**config.mk**
```make
export PLATFORM = sky130hd
export DESIGN_NAME = handshake_rr_arbiter
export DESIGN_NICKNAME = d
export VERILOG_FILES = /design/src/rtl/handshake_rr_arbiter.sv
export SDC_FILE = /design/constraint.sdc
export NUM_CORES = 1
export LEC_CHECK = 0
export CAP_MARGIN = 20
export CORE_ASPECT_RATIO = 1.4
export CORE_MARGIN = 2
export CORE_UTILIZATION = 40
export CTS_BUF_LIST = sky130_fd_sc_hd__clkbuf_8
export DETAILED_ROUTE_END_ITERATION = 7
export GPL_ROUTABILITY_DRIVEN = 0
export GPL_TIMING_DRIVEN = 0
export PLACE_DENSITY_LB_ADDON = 0.05
export SLEW_MARGIN = 20
export SYNTH_ARGS = -nofsm -noshare
export SYNTH_HDL_FRONTEND = slang
export SYNTH_SLANG_ARGS = --single-unit
```
**constraint.sdc**
```tcl
create_clock -name CLK -period 3.35 [get_ports CLK]
set_input_delay 0.5025 -clock CLK [delete_from_list [all_inputs] [get_ports CLK]]
set_output_delay 0.5025 -clock CLK [all_outputs]
set_load 0.02 [all_outputs]
```
**src/rtl/handshake_rr_arbiter.sv**
```systemverilog
// Round-robin arbiter merging N_REQ ready/valid requesters onto one registered
// ready/valid output, with per-owner burst locking bounded by MAX_BURST beats.
module handshake_rr_arbiter #(
    parameter int N_REQ      = 3,
    parameter int DATA_WIDTH = 4,
    parameter int MAX_BURST  = 4,
    localparam int IDW = $clog2(N_REQ),
    localparam int CW  = $clog2(MAX_BURST + 1)
) (
    input  logic                        CLK,
    input  logic                        ASYNCRESET,
    input  logic [N_REQ-1:0]            req_valid,
    output logic [N_REQ-1:0]            req_ready,
    input  logic [N_REQ*DATA_WIDTH-1:0] req_data,
    output logic                        out_valid,
    input  logic                        out_ready,
    output logic [DATA_WIDTH-1:0]       out_data,
    output logic [IDW-1:0]              out_id,
    output logic                        dbg_locked,
    output logic [CW-1:0]               dbg_cnt
);

    // Handshake: a beat moves on a channel in any cycle where its valid and
    // ready are both high at the rising edge; valid may drop without a
    // transfer, and ready never depends on the payload.

    typedef enum logic {
        IDLE   = 1'b0,
        LOCKED = 1'b1
    } state_t;

    state_t         state, state_n;
    logic [IDW-1:0] ptr, ptr_n;
    logic [IDW-1:0] owner, owner_n;
    logic [CW-1:0]  cnt, cnt_n;
    logic [CW-1:0]  cnt_beat;
    logic [IDW-1:0] sel;
    logic [IDW-1:0] scan_base;
    logic           any_valid;
    logic           can_load;
    logic           accept;
    logic           owner_drop;

    function automatic logic [IDW-1:0] wrap_inc(input logic [IDW-1:0] x);
        return (x == IDW'(N_REQ - 1)) ? '0 : x + IDW'(1);
    endfunction

    function automatic logic [IDW-1:0] first_valid(input logic [N_REQ-1:0] v,
                                                   input logic [IDW-1:0]   base);
        logic [IDW-1:0] idx;
        logic [IDW-1:0] pick;
        logic           found;
        idx   = base;
        pick  = base;
        found = 1'b0;
        for (int k = 0; k < N_REQ; k++) begin
            if (!found && v[idx]) begin
                pick  = idx;
                found = 1'b1;
            end
            idx = wrap_inc(idx);
        end
        return pick;
    endfunction

    // A dropped owner releases the lock in the same cycle, so the scan
    // already starts past it and another requester can win immediately.
    always_comb begin
        any_valid  = |req_valid;
        can_load   = !out_valid || out_ready;
        owner_drop = (state == LOCKED) && !req_valid[owner];
        scan_base  = owner_drop ? wrap_inc(owner) : ptr;
        if ((state == LOCKED) && req_valid[owner]) begin
            sel = owner;
        end else begin
            sel = first_valid(req_valid, scan_base);
        end
        accept    = can_load && any_valid;
        req_ready = '0;
        if (accept) begin
            req_ready[sel] = 1'b1;
        end
    end

    always_comb begin
        state_n  = state;
        owner_n  = owner;
        cnt_n    = cnt;
        ptr_n    = ptr;
        cnt_beat = ((state == LOCKED) && (sel == owner)) ? cnt + CW'(1) : CW'(1);
        if (owner_drop) begin
            state_n = IDLE;
            cnt_n   = '0;
            ptr_n   = wrap_inc(owner);
        end
        if (accept) begin
            owner_n = sel;
            if (cnt_beat == CW'(MAX_BURST)) begin
                state_n = IDLE;
                cnt_n   = '0;
                ptr_n   = wrap_inc(sel);
            end else begin
                state_n = LOCKED;
                cnt_n   = cnt_beat;
            end
        end
    end

    always_ff @(posedge CLK or posedge ASYNCRESET) begin
        if (ASYNCRESET) begin
            state <= IDLE;
            owner <= '0;
            cnt   <= '0;
            ptr   <= '0;
        end else begin
            state <= state_n;
            owner <= owner_n;
            cnt   <= cnt_n;
            ptr   <= ptr_n;
        end
    end

    // Drain and reload in the same cycle simply overwrite the register.
    always_ff @(posedge CLK or posedge ASYNCRESET) begin
        if (ASYNCRESET) begin
            out_valid <= 1'b0;
            out_data  <= '0;
            out_id    <= '0;
        end else if (accept) begin
            out_valid <= 1'b1;
            out_data  <= req_data[sel*DATA_WIDTH +: DATA_WIDTH];
            out_id    <= sel;
        end else if (out_ready) begin
            out_valid <= 1'b0;
        end
    end

    assign dbg_locked = (state == LOCKED);
    assign dbg_cnt    = cnt;

endmodule
```
# ---- Yosys cells after proc, flatten, opt, wreduce, memory -nomap -nowiden
# Cells that the tools add are included.
dict set report op_classes {
  n_addsub 5
  n_lt_le_gt_ge 6
  n_eq_ne 6
  shifts 1
  mux 34
  n_reduce_logical 15
}
# op count
set op_table {}
lappend op_table {{$mux W2} 10}
lappend op_table {{$lt A2 B3 Y1 const B} 5}
lappend op_table {{$mux W3} 5}
lappend op_table {{$mux W1} 14}
lappend op_table {{$shiftx A12 B5 Y4} 1}
lappend op_table {{$add A2 B1 Y2 const B} 4}
lappend op_table {{$bmux W1 S2} 4}
lappend op_table {{$eq A2 B2 Y1 const B} 4}
lappend op_table {{$logic_and A1 B1 Y1} 7}
lappend op_table {{$logic_not A1 Y1} 4}
lappend op_table {{$reduce_bool A2 Y1} 2}
lappend op_table {{$add A3 B1 Y3 const B} 1}
lappend op_table {{$eq A3 B3 Y1 const B} 1}
lappend op_table {{$reduce_or A3 Y1} 1}
lappend op_table {{$demux W1 S2} 1}
lappend op_table {{$eq A2 B2 Y1} 1}
lappend op_table {{$ge A2 B1 Y1 const B} 1}
lappend op_table {{$logic_or A1 B1 Y1} 1}
dict set report word_totals {
  ff_bits 13
  input_bits 18
  output_inout_bits 14
  elab_cells 73
}

# ---- Longest topological paths before layout
# Gate-level depths: netlist of the first run.
dict set report depth {
  ltp_word 23
  ltp_mapped 9
  ltp_nobuf 7
}

# ---- Least setup slack after synthesis of the first run
# Ideal clock, no wire load.
dict set report synth_timing {
  path_type {flip-flop to output port}
  start {register out_id[0] (netlist name)}
  end {output port req_ready[0]}
  arrival_ps 2013
  required_time_ps 2847
  setup_slack_ps 835
  path_stages_with_launch 9
  path_buffers 1
  cell_sequence {dfrtp_1 -> mux2i_2 -> a221oi_2 -> o32ai_1 -> a21oi_2 -> o22ai_4 -> buf_6 -> inv_2 -> nor2_1}
}
# item line_no
set synth_lines {}
lappend synth_lines {{end: declaration} 13} ;# output logic [N_REQ-1:0] req_ready,

# ---- Worst setup path after layout of the first run
dict set report layout_timing {
  start {input port req_valid[2]}
  end {output port req_ready[2]}
}
dict set report layout_via {
  elab_chain_cells 22
  elab_cells_between_ends 37
  cone_classes {add/sub (2); order compare (2); eq/ne (2); mux (21); reduce/logical (10)}
}
# item line_no
set layout_rtl {}
lappend layout_rtl {{start: declaration} 12} ;# input logic [N_REQ-1:0] req_valid,
lappend layout_rtl {{parallel branches: the longest is 21 deep, another holds $add A2 B1 Y2} n/a}
lappend layout_rtl {{$mux W3 (*)} 80} ;# if (accept) begin
# Mark *: on every way between the ends. The select of a mux whose other input is x is not followed.

==> metrics.md, run 1 <==
| Metric | Value |
|---|---|
| Main synth FF type | `dfrtp_1` |
| Post-Syn Instances | `126` |
| WHS Path Cells | `2` |
| Area of the mapped netlist | `approximately 0.0011 mm2` |
| Net Switching | `between 0.6 and 0.7 mW` |
| Fmax | `312 MHz` |
| Switching Share | `45.5%` |
| Maximum root-to-sink buffer count | `2` |
| Hold Vio Cnt, Final | `0` |
| Count of final setup violators | `0` |
| Vias in the first global route | `1077` |
| Synth Register Bits | `13` |
| Port bufs | `30` |
| CP required | `between 2 and 3 ns` |
| Initial DRC count | `16` |
| Yosys Warn Count | `0` |
| Vias | `~1100` |
| Setup TNS | `0 ns` |
| Nets@finish | `182` |
| First drt pass iteration count | `4` |
| PwrDens | `874 mW/mm2` |
| Yosys top cell area share | `~30%` |
| Die ar. | `between 0.003 and 0.004 mm2` |
| Routed wire length | `2870 um` |
| Syn Nets | `approximately 150` |
| Post-synthesis simple-gate area fraction | `21.5%` |
| Clock skew | `0.00174 ns` |
| Max-Slew Margin vs Limit | `65.7%` |
| Cts hold-fix bufs | `0` |
| Worst-Margin Slew | `0.514 ns` |
| Synth-to-layout area growth | `39.8%` |
| Number of enable flip-flop cells after synthesis | `0` |
| Clock Sinks | `13` |
| Worst Path Arrival | `2.70 ns` |
| Die Span X | `48.1 um` |
| Largest net degree at the start of global routing | `14` |
| Synth top area cells | `dfrtp_1 30%, nand2_1 5.2%, o211ai_2 4.6%` |
| Post-synthesis mux area share | `between 7 and 8%` |
| CP max FO | `7` |
| Total track usage | `21.0%` |
| Antenna violations before repair | `0` |
| Area of the core | `0.00262 mm2` |
| FF-to-FF path depth | `8` |
| Post-DR vias/cell | `between 5 and 6` |
| Cell taking the most area after synthesis | `dfrtp_1` |
| Grt ovf | `0` |
| Die Y | `65.8 um` |
| DP Area | `0.00144 mm2` |
| First-pass GRT wire length | `4800 um` |
| Compound-cell area share of the yosys netlist | `30.8%` |
| Final period utilization | `95.7%` |
| Worst hold-check path type | `flop to flop` |
| CTS buffer count | `3` |
| Comb power frac | `67.7%` |
| DRC | `0` |
| Final cell count without fillers | `between 150 and 200` |
| Mean routed wirelength per cell | `14.5 um` |
| XOR/XNOR Fraction of Synth Area | `0.804%` |
| Share of layout cells above drive strength 1 | `20.4%` |
| Register area share after synthesis | `29.9%` |
| Final Critical Period | `between 3 and 4 ns` |
| Latest clock arrival within the worst-skew pair | `roughly 0.24 ns` |
| Main combinational cell family by area after synthesis | `compound AO/OA/AOI/OAI gates` |
| Total Power | `1.33 mW` |
| Number of routed nets with antenna violations | `0` |
| CTS H-tree lvls | `1` |
| Synth cell types | `44` |
| Inserted Diodes | `0` |
| Syn_area_per_cell | `between 8 and 9 um2` |
| Status | `complete, no violations` |
| TritonCTS clock tree | `yes` |
| Max VDD drop | `about 400 uV` |
| RSZ-0062 raised after global routing | `no` |
| DP HPWL | `around 2200 um` |
| Int Pwr | `about 0.73 mW` |
| Initial core utilization | `about two fifths` |
| Max-Cap Viols | `0` |
| Max-slew violation count | `0` |
| Crit start category | `primary input` |
| Sequential Power Share | `21.8%` |
| Clock Tree Root | `clkbuf_8` |
| Clk pwr share | `a little over a tenth` |
| Asr flop ratio synth | `100%` |
| Ports | `32` |
| Post-Synth Adder-Cell Area | `1.15%` |
| Critical path class | `primary input to output pin` |
| Dpl cells | `192` |
| Worst-path clk slew | `0.05 ns` |
| CP endpoint kind | `output pin` |
| Row Count | `22` |
| LEAKAGE | `0.657 nW` |
| Final instance area | `between 0.0015 and 0.002 mm2` |
-- layout make-up --
cell class	count	area, um2
buffer	8	61.3
tap	36	45.0
fill	242	1090
timing repair buffer	32	310
clock buffer	3	41.3
multi-input combinational	97	706
inverter	8	30.0
clock inverter	1	3.75
sequential	13	327
-- registers in the layout (all words and copies together) (netlist names) --
name	cells
out_data	4
dbg_cnt	3
out_id	2
ptr	2
dbg_locked	1
out_valid	1
-- power groups by stage --
stage / registers (mW) / clock network [mW] / logic (mW)
floorplan: 0.333 / 0 / 0.556
global placement: 0.283 / 0 / 0.852
detailed placement: 0.284 / 0 / 0.861
CTS: 0.287 / 0.144 / 0.896
global route: 0.299 / 0.154 / 0.981
finish: 0.291 / 0.140 / 0.901
-- path summary, 6_finish.rpt --
kind,start,end,slack (ns)
worst max-delay path,req_valid[2],req_ready[2],0.15
worst min-delay path,out_data[2],out_data[2],0.50
worst max register to register,out_id[0],out_data[3],1.25
worst min register to register,out_data[2],out_data[2],0.50
max in group asynchronous,ASYNCRESET,out_id[0],2.39
min in group asynchronous,ASYNCRESET,dbg_cnt[0],0.59
-- layout by cell type (no fill, tap or decap), types with 3 or more instances in the layout --
cell and n:
o21a_1 3, inv_1 7, nand4_1 4, nand2b_1 5, o211ai_1 3, nor2_1 6
a21oi_1 9, nand2_1 15, o21ai_0 6, o211ai_2 4, clkbuf_8 3, buf_4 4
clkdlybuf4s50_1 26, mux2i_1 4, nor3_1 3, dfrtp_1 12, buf_6 3
-- stage by stage --
step,utilization (%),worst slack [ns],hold slack [ns]
after detailed placement,54.9,-0.353,0.477
final,58.3,0.145,0.495
after global placement,54.9,-0.323,0.479
after CTS,57.7,0.0253,0.501
after floorplan,-,0.835,0.379
after global routing,58.3,0.0241,0.523
-- cell usage after synthesis (4+ instances only) --
cell type	count
o211ai_2	4
nand2b_1	5
nand2_1	15
dfrtp_1	13
o21ai_0	7
inv_1	6
a21oi_1	9
mux2i_1	4
nand4_1	4
nor2_1	6
-- critical path, stage by stage --
cell	delay, ns
dlygate4sd2_1	0.35
nand2b_2	0.17
a21boi_1	0.27
a21oi_2	0.10
mux2_4	0.32
o22ai_4	0.19
and3_1	0.19
clkdlybuf4s50_1	0.60
-- layer usage --
metal	track usage (%)	part of all wire, %
met1	24.6	40
met2	36.2	54
met3	3.57	3.8
met4	8.11	2.0
met5	0	0
-- kinds of logic (layout without fill, tap and decap cells) --
kind of cell | count (synthesis) | in the layout
multiplexers | 7 | 7
XOR/XNOR | 1 | 1
adder cells (fa/ha/maj) | 1 | 1
AND/OR/NAND/NOR | 45 | 45
AO/OA/AOI/OAI | 43 | 43
buffers and inverters | 16 | 52
flip-flops | 13 | 13
-- timing repair --
item	4_1_cts	5_1_grt
buffers inserted	1	1
resized for setup	6	6
pin swaps	0	0
endpoints found under the setup margin	3	2
gates cloned	0	0
No activity file was read; power rests on OpenSTA's default activity.
==> inputs of run 2 (changes only) <==
--- a/config.mk
+++ b/config.mk
@@ -5,10 +5,13 @@
 export SDC_FILE = /design/constraint.sdc
 export NUM_CORES = 1
 export LEC_CHECK = 0
+export ABC_AREA = 0
 export CAP_MARGIN = 20
+export CELL_PAD_IN_SITES_DETAIL_PLACEMENT = 1
+export CELL_PAD_IN_SITES_GLOBAL_PLACEMENT = 1
 export CORE_ASPECT_RATIO = 1.4
 export CORE_MARGIN = 2
-export CORE_UTILIZATION = 40
+export CORE_UTILIZATION = 38
 export CTS_BUF_LIST = sky130_fd_sc_hd__clkbuf_8
 export DETAILED_ROUTE_END_ITERATION = 7
 export GPL_ROUTABILITY_DRIVEN = 0
==> run 2 against run 1 <==
Die area increased by 4.9%. Final cell count decreased by 0.51%. Largest cell class unchanged. First-iteration DRC count increased by 13%. Worst setup slack improved by 0.16 ns. Power decreased by 0.61%. Sequential power about the same.
==> metrics.md, run 2 (synthesis results as in run 1) <==
| Metric | Value |
|---|---|
| Worst hold-check path type | `flop to flop` |
| LEAKAGE | `0.663 nW (+0.94%)` |
| Die Span X | `49.3 um (+2.4%)` |
| Vias | `1077 (-2.7%)` |
| CTS buffer count | `3 (unchanged)` |
| Mean routed wirelength per cell | `15.9 um (+9.9%)` |
| Status | `complete, no violations` |
| Worst Path Arrival | `2.54 ns (-0.16 ns)` |
| Latest clock arrival within the worst-skew pair | `0.24 ns (about the same)` |
| Crit start category | `primary input` |
| Max VDD drop | `555 uV (+39%)` |
| Commonest cells after routing, fill and taps aside | `25 x clkdlybuf4s50_1, 15 x nand2_1, 11 x dfrtp_1, 9 x a21oi_1` |
| Count of final setup violators | `0 (unchanged)` |
| Hold Slack | `0.501 ns (+0.00603 ns)` |
| Clock Sinks | `13 (unchanged)` |
| Largest net degree at the start of global routing | `14 (unchanged)` |
| Worst Hold Launch | `out_data[2]` |
| Pre-CTS WS | `-0.286 ns (+0.0665 ns)` |
| Final worst slack | `0.306 ns (+0.160 ns)` |
| Final instance area | `0.00151 mm2 (-0.66%)` |
| CP max FO | `7 (unchanged)` |
| Antenna violations before repair | `0 (unchanged)` |
| DRC | `0 (unchanged)` |
| Post-CTS Setup Repair Bufs | `0 (-1)` |
| Worst-Margin Slew | `0.519 ns (+0.00421 ns)` |
| Biggest register | `out_data` |
| Critical path class | `primary input to output pin` |
| Nets@finish | `180 (-1.1%)` |
| Utilization after layout | `54.2% (-4.0 points)` |
| Worst-path clk slew | `0.05 ns (about the same)` |
| Final period utilization | `90.9% (-4.8 points)` |
| Fmax | `329 MHz (+5.3%)` |
| Row Count | `23 (+4.5%)` |
| CTS H-tree lvls | `1 (unchanged)` |
| TritonCTS clock tree | `yes` |
| Die ar. | `0.00332 mm2 (+4.9%)` |
| CP required | `2.85 ns (about the same)` |
| Ports | `32 (unchanged)` |
| Post-DR vias/cell | `5.47 (-2.2%)` |
| Total track usage | `20.4% (-0.63 points)` |
| CP startpoint | `req_valid[2]` |
| CP endpoint kind | `output pin` |
| DP HPWL | `2480 um (+15%)` |
| Max reg flops | `4 (unchanged)` |
| Most common cell after layout, fill and taps aside | `clkdlybuf4s50_1` |
| Initial core utilization | `39.0% (-2.6 points)` |
| Share of layout cells above drive strength 1 | `21.3% (+0.88 points)` |
| Initial DRC count | `18 (+2)` |
| First drt pass iteration count | `4 (unchanged)` |
| DP Area | `0.00144 mm2 (about the same)` |
| Hold Vio Cnt, Final | `0 (unchanged)` |
| Routed wire length | `3130 um (+9.4%)` |
| Max-Cap Viols | `0 (unchanged)` |
| Max-slew violation count | `0 (unchanged)` |
| Critical R2R Launch | `out_id[0]` |
| Max-Slew Margin vs Limit | `65.4% (-0.24 points)` |
| Cts hold-fix bufs | `0 (unchanged)` |
| Die Y | `67.4 um (+2.4%)` |
| Vias in the first global route | `1149 (+6.7%)` |
| Number of routed nets with antenna violations | `0 (unchanged)` |
| Synth-to-layout area growth | `38.9%` |
| Inserted Diodes | `0 (unchanged)` |
| RSZ-0062 raised after global routing | `no` |
| Area of the core | `0.00279 mm2 (+6.7%)` |
| First-pass GRT wire length | `5150 um (+7.3%)` |
| Port bufs | `30 (unchanged)` |
| Clock skew | `0.00692 ns (+0.00518 ns)` |
| Final Critical Period | `3.04 ns (-0.160 ns)` |
| Maximum root-to-sink buffer count | `2 (unchanged)` |
| Grt ovf | `0 (unchanged)` |
| PwrDens | `874 mW/mm2 (about the same)` |
| Clock Tree Root | `clkbuf_8` |
[run 2: final cells by class]
type                    count  area (um2)
plain buffers               8        61.3
clock buffers               3        41.3
clock inverters             1        3.75
fillers                   344        1280
inverters                   8        30.0
multi-input cells          97         706
flip-flops and latches     13         328
well taps                  37        46.3
repair buffers             30         298
[run 2: worst max-delay path, stage by stage]
cell and delay, ns:
dlygate4sd2_1 0.32, nand2b_2 0.18, a21boi_2 0.10, a21oi_2 0.24, mux2_4 0.34, o22ai_4 0.20, or2_1 0.16, buf_6 0.13
nor2_1 0.05, dlygate4sd2_1 0.31
[run 2: through the flow]
stage / setup TNS [ns] / std cells / power, mW
after floorplan: 0 / 126 / 0.890
after global placement: -0.825 / 193 / 1.14
after detailed placement: -0.810 / 193 / 1.16
after CTS: 0 / 197 / 1.32
after global routing: 0 / 197 / 1.42
final: 0 / 197 / 1.32
[run 2: where the power goes]
group / internal, mW / switching (mW) / leakage (nW) / total, mW
logic: 0.413 / 0.482 / 0.479 / 0.894
clock network: 0.0808 / 0.0558 / 0.0269 / 0.137
registers: 0.221 / 0.0720 / 0.156 / 0.293
[run 2: what timing repair did]
item,in CTS,in global routing
gates resized for setup,6,8
endpoints found under the hold margin,0,0
cloned,0,0
endpoints found under the setup margin,3,2
[run 2: final timing paths]
kind                       cells past startpoint            to  slack (ns)
max reg2reg                                    9   out_data[2]        1.23
min                                            2   out_data[2]        0.50
max in group asynchronous                      2    dbg_locked        2.38
min reg2reg                                    2   out_data[2]        0.50
max                                           10  req_ready[0]        0.31
min in group asynchronous                      2     out_valid        0.60
[run 2: routing by layer]
metal / GRT usage [%] / share of wire [%] / vias to the layer above
li1: - / - / 525
met1: 21.9 / 40 / 519
met2: 41.6 / 55 / 27
met3: 1.77 / 2.9 / 6
met4: 6.43 / 2.2 / 0
met5: 0 / 0 / -
==> inputs of run 3 (changes only) <==
--- a/config.mk
+++ b/config.mk
@@ -17,7 +17,6 @@
 export GPL_ROUTABILITY_DRIVEN = 0
 export GPL_TIMING_DRIVEN = 0
 export PLACE_DENSITY_LB_ADDON = 0.05
-export SLEW_MARGIN = 20
 export SYNTH_ARGS = -nofsm -noshare
 export SYNTH_HDL_FRONTEND = slang
 export SYNTH_SLANG_ARGS = --single-unit
==> results of run 3 <==
Same layout as run 2: the final DEF is identical, and so are final timing and power.
